### config.mk
export PLATFORM = sky130hd
export DESIGN_NAME = calc_ctrl
export DESIGN_NICKNAME = d
export VERILOG_FILES = /design/src/rtl/calc_ctrl.sv
export SDC_FILE = /design/constraint.sdc
export NUM_CORES = 1
export LEC_CHECK = 0
export BUFFER_PORTS_ARGS = -buffer_cell sky130_fd_sc_hd__buf_2
export CAP_MARGIN = 20
export CORE_AREA = 2 2 68 86
export DETAILED_ROUTE_END_ITERATION = 12
export DIE_AREA = 0 0 70 88
export PLACE_DENSITY = 0.83
export SLEW_MARGIN = 20
export SYNTH_ARGS = -nofsm -noshare
export SYNTH_HDL_FRONTEND = slang
export SYNTH_SLANG_ARGS = --single-unit
### constraint.sdc
create_clock -name clk -period 1.8 [get_ports clk]
set_clock_uncertainty 0.2 [all_clocks]
set_input_delay 0.36 -clock clk [delete_from_list [all_inputs] [get_ports clk]]
set_output_delay 0.36 -clock clk [all_outputs]
set_load 0.05 [all_outputs]
### src/rtl/calc_ctrl.sv
// calc_ctrl: operand-entry and ALU handshake FSM for a switch/button calculator.
module calc_ctrl #(
    parameter int W       = 10,
    parameter int TIMEOUT = 255
) (
    input  logic           clk,
    input  logic           rst_n,
    input  logic [W-1:0]   sw,
    input  logic [1:0]     op_sel,
    input  logic           btn_enter,
    input  logic           btn_clear,
    output logic           alu_start,
    output logic [1:0]     alu_op,
    output logic [W-1:0]   alu_a,
    output logic [W-1:0]   alu_b,
    input  logic           alu_done,
    input  logic [2*W-1:0] alu_result,
    input  logic           alu_err,
    output logic [2*W-1:0] result,
    output logic           result_valid,
    output logic           error,
    output logic [2:0]     state_led
);
    typedef enum logic [2:0] {
        IDLE  = 3'd0,
        GET_B = 3'd1,
        ISSUE = 3'd2,
        WAIT  = 3'd3,
        DONE  = 3'd4,
        ERR   = 3'd5
    } state_t;
    localparam int CW = $clog2(TIMEOUT + 2);
    localparam logic [CW-1:0] TMO = CW'(TIMEOUT);
    state_t state, nxt;
    logic [CW-1:0] cnt;
    logic div_zero;
    assign div_zero     = (op_sel == 2'b11) && (sw == '0);
    assign alu_start    = (state == ISSUE);
    assign result_valid = (state == DONE);
    assign error        = (state == ERR);
    assign state_led    = state;
    always_comb begin
        nxt = state;
        if (btn_clear)
            nxt = IDLE;
        else
            case (state)
                IDLE:    nxt = btn_enter ? GET_B : IDLE;
                GET_B:   nxt = btn_enter ? (div_zero ? ERR : ISSUE) : GET_B;
                ISSUE:   nxt = WAIT;
                // a completion on the final counted cycle beats the timeout
                WAIT:    nxt = alu_done ? (alu_err ? ERR : DONE) : (cnt == TMO ? ERR : WAIT);
                DONE:    nxt = btn_enter ? GET_B : DONE;
                ERR:     nxt = ERR;
                default: nxt = IDLE;
            endcase
    end
    always_ff @(posedge clk or negedge rst_n) begin
        if (!rst_n) begin
            state  <= IDLE;
            cnt    <= '0;
            alu_a  <= '0;
            alu_b  <= '0;
            alu_op <= '0;
            result <= '0;
        end else begin
            state <= nxt;
            cnt   <= (state == WAIT && !btn_clear) ? cnt + 1'b1 : '0;
            if (!btn_clear && btn_enter && (state == IDLE || state == DONE))
                alu_a <= sw;
            if (!btn_clear && btn_enter && state == GET_B) begin
                alu_b  <= sw;
                alu_op <= op_sel;
            end
            if (btn_clear)
                result <= '0;
            else if (state == WAIT && alu_done && !alu_err)
                result <= alu_result;
        end
    end
endmodule
# Word level (Yosys, flattened, before mapping)
# Cells that the tools add are included.
# Widths: inputs -> output; s select.
dict set report word_totals {
  in_bits 38
  ff_bits 54
  output_inout_bits 48
}
dict set report classes {
  n_mux 12
  n_reduce_logical 13
  eq_ne 7
  add_sub_neg 1
}
# operator count
set ops {}
lappend ops {{$mux 20} 2}
lappend ops {{$mux 3} 6}
lappend ops {{$pmux 3 s6} 1}
lappend ops {{$logic_not 10->1} 1}
lappend ops {{$add 9x1->9 const B} 1}
lappend ops {{$eq 9x8->1 const B} 1}
lappend ops {{$mux 9} 1}
lappend ops {{$logic_and 1x1->1} 7}
lappend ops {{$eq 3x2->1 const B} 2}
lappend ops {{$eq 3x3->1 const B} 2}
lappend ops {{$eq 3x1->1 const B} 1}
lappend ops {{$logic_not 3->1} 1}
lappend ops {{$eq 2x2->1 const B} 1}
lappend ops {{$logic_not 1->1} 2}
lappend ops {{$mux 1} 2}
lappend ops {{$reduce_bool 2->1} 1}
lappend ops {{$logic_or 1x1->1} 1}

# Longest topological paths before layout
dict set report logic_depth {
  ltp_word 6
  ltp_mapped 7
  depth_no_buf 7
}

# Worst setup path after synthesis
# No wires, ideal clock.
dict set report synth_path {
  path_type {register to output}
  start {register state[0] (netlist: state_led[0])}
  end {output result_valid}
  stages_incl_launch_ff 3
  n_path_buf 1
  setup_slack_ns -0.728
  t_arrival_ns 1.968
  path_cell_list {dfrtp_1 -> buf_2 -> nor3b_1}
}
dict set report synth_between {
  elab_chain_len 1
}
# element line
set synth_rtl {}
lappend synth_rtl {{start: declaration} 34} ;# state_t state, nxt;
lappend synth_rtl {{start signal: assignment} 67} ;# state <= nxt;
lappend synth_rtl {{$eq 3x3->1} 39} ;# assign result_valid = (state == DONE);
lappend synth_rtl {{end: declaration} 20} ;# output logic result_valid,
# Every way passes these cells.

# Final worst setup path
dict set report layout_path {
  start {register state[2] (netlist: state_led[2])}
  end {output alu_start}
}
dict set report layout_between {
  elab_chain_len 1
}
# element line
set layout_rtl {}
lappend layout_rtl {{$eq 3x2->1} 38} ;# assign alu_start = (state == ISSUE);
lappend layout_rtl {{end: declaration} 12} ;# output logic alu_start,
# Every way passes these cells.

==> metrics.txt <==
status=completed; compound-gate portion of the synthesized area=a little under an eighth; clk buf depth=2; FILL cells=about 450; GPL Wtd Cong=0.792; switching share of total power=40.0%; Post-Syn Nets=208; Hold Vio Cnt, Final=0; vias in the first global route=1,745; Post-Synth XOR/XNOR Area=between 1 and 1.5%; height of the die=88 um; reg2reg setup slack=0.03 ns; Final Max Slew Viols=0; Peak Freq=557 MHz; sequential share of the synthesized area=59.5%; VDD IR max=between 0.0008 and 0.0009 V; Post-DRT Antenna Nets=0; Final nets=308; hold slack=0.0669 ns; PortBufs=85; WL final=4850 um; first-pass GRT wire length=7810 um; simple-gate share of the synthesized area=10.8%; mux cell area share after synthesis=10.9%; die area=roughly 6200 sq um; number of synthesized flops with an enable pin=0; Slew HR=66.4%; fin crit share=99.8%; later-pin clock latency in the skew report=about 0.30 ns; Layout area overhead=32.7%; htree depth=2; Rows=30; core box area=between 5000 and 6000 sq um; crit path kind=flip-flop to primary output; GRT overflow=0; P_int=1.97 mW; Slew @ Worst Pin=0.499 ns; share of cells above drive strength 1=52.2%; Post-DP HPWL=3540 um; Clock Sinks=54; antenna violations before repair=0; final worst slack=0.00418 ns; FFs w/ async S/R, synth=100%; Max Cap Viol=0; pre-CTS setup slack=-0.0179 ns; Worst Setup SP=state_led[2]$_DFF_PN0_; number of synthesized register bits=between 50 and 60; Antenna diodes=0; Horiz. Die Dim=roughly 70 um; P_sw=roughly 1.3 mW; Critical Path AT=1.24 ns; Leak=1.50 nW; RSZ-0062 raised after global routing=yes; largest family of logic cells by synthesized area=compound AO/OA/AOI/OAI gates; Worst Path Max Fanout=5; CP Capture Type=primary output; PD cells=1090 nW/um^2; Synth Area in Adders=1.10%; Mapped Cells=between 150 and 200; crit-path cells=nand2b_2, nor2_4, buf_6; Worst Reg-to-Reg Cells=7; initial core utilization=about 43%; largest stage delay on the critical path=0.45 ns; CTS tree=yes; Synth Warn #=0; Syn Area/Cell=13.5 sq um; largest net degree at the start of global routing=55; I/O pins=86; worst min path class=primary input to flip-flop; clock network power share=about a fifth; CTS clock-pin slew for the worst setup and hold paths=0.09 ns; Gate power share=35.1%; Final setup violation count=0; Root Buffer=clkbuf_8; required time worst endpoint=1.24 ns; Worst path slowest cell=dfrtp_2; fin crit period=around 1.8 ns; cell area after synthesis=2270 sq um; Netlist cell types=41; Vias=1,704; per-cell routed wire length=14.6 um; CP startpoint kind=flip-flop; Multi-input gate area=863 sq um; DR pass1 iterations=4; DRC violations left=0; top_reg_cell synth=dfrtp_1; TritonCTS Buffers=5; Reg2Reg Launch Point=cnt[0]$_DFF_PN0_; Sequential Power Share=between 40% and 50%; worst reg2reg path endpoint=state_led[1]$_DFF_PN0_; crit path capture=alu_start; Total GRT Usage=15.9%; drt via density=around 5.1; storage element area=1360 sq um; First DRT Iteration DRCs=between 60 and 70
==> cell usage in the layout (no fill, tap or decap), types with 2 or more instances in the layout <==
master	n
buf_2	81
dfrtp_1	51
a22o_1	20
buf_4	15
mux2_2	13
mux2_1	9
nor2_1	7
inv_1	6
clkbuf_8	5
nand3_1	3
o21ai_0	3
or3_1	3
a21oi_1	3
dfrtp_2	3
nor3b_4	2
nand4_1	2
nand3_2	2
xnor2_1	2
nor4_1	2
buf_6	2
buf_12	2
==> worst min-delay path by stage <==
| stage | startpoint | end | cells past startpoint |
|---|---|---|---|
| after detailed placement | rst_n | result[2]$_DFFE_PN0P_ | 2 |
| after global routing | alu_result[8] | result[8]$_DFFE_PN0P_ | 2 |
| after global placement | rst_n | result[2]$_DFFE_PN0P_ | 2 |
| after floorplan | rst_n | alu_a[0]$_DFFE_PN0P_ | 0 |
| final | alu_result[4] | result[4]$_DFFE_PN0P_ | 2 |
| after CTS | alu_result[8] | result[8]$_DFFE_PN0P_ | 2 |
==> cells by family after synthesis <==
group	count (synthesis)
buffers and inverters	16
xor gates and xnor gates	3
adders and majority gates	2
and+or+nand+nor	37
muxes	22
DFF	54
AOI/OAI and AO/OA	34
==> metal layers <==
| layer | track usage [%] | up-vias | wire [um] |
|---|---|---|---|
| met5 | 0 | - | 0 |
| met1 | 17.8 | 832 | 1950 |
| met3 | 4.60 | 6 | 299 |
| met4 | 4.20 | 0 | 50 |
| li1 | - | 810 | - |
| met2 | 29.8 | 56 | 2550 |
==> area by class of cell <==
type                       instances  area share [%]
clock buffer                       5            2.28
multi-input combinational         98            28.6
inverter                           6           0.747
clock inverter                     2           0.457
timing repair buffer             103            20.3
sequential                        54            45.0
tap                               64            2.66
==> cell usage after synthesis (all sizes together), types with 2 or more instances <==
cell type,number,area (sq um)
nand2b,2,12.5
ha,2,25.0
nand4,2,12.5
nor3b,3,33.8
xnor2,2,17.5
buf,10,86.3
inv,6,22.5
or3,3,18.8
nand3,5,30.0
and2,2,13.8
a21oi,3,15.0
nor4,2,12.5
nor2,8,30.0
a31oi,2,12.5
dfrtp,54,1350
a22o,20,175
o21ai,3,15.0
mux2,22,248
==> worst max-delay path: cells and delay by family (launching register included) <==
family / cells / cell delay [ns]
flip-flops: 1 / 0.45
AND/OR/NAND/NOR: 2 / 0.33
buffers and inverters: 1 / 0.16
==> stage by stage <==
step                      area [sq um]  utilization, %  power (mW)  setup TNS, ns  instances
final                             3010            56.5        3.28              0        332
after global routing              3010            56.5        3.42        -0.0817        332
after CTS                         2980            55.9        3.31        -0.0391        328
after detailed placement          2850            53.4        2.64        -0.0179        319
after global placement            2850            53.4        2.62              0        319
after floorplan                   2310               -        2.33              0        168
==> power groups by stage <==
stage / registers (mW) / clock network, mW / logic, mW
3_5_place_dp: 1.50 / 0 / 1.14
3_3_place_gp: 1.49 / 0 / 1.13
2_1_floorplan: 2.11 / 0 / 0.226
6_report: 1.48 / 0.648 / 1.15
4_1_cts: 1.48 / 0.676 / 1.16
5_1_grt: 1.50 / 0.721 / 1.20
==> state kept, by name (all words and copies together), names as in the netlist <==
name       count
alu_a         10
alu_b         10
alu_op         2
cnt            9
result        20
state_led      3
==> what timing repair did <==
action | 4_1_cts | 5_1_grt
hold buffers | 1 | 0
endpoints found under the hold margin | 54 | 0
resized for setup | 10 | 3
pin swaps | 2 | 1
setup buffers | 1 | 4
endpoints found under the setup margin | 4 | 4
cloned | 0 | 0
Power figures use the tool's default switching activity.
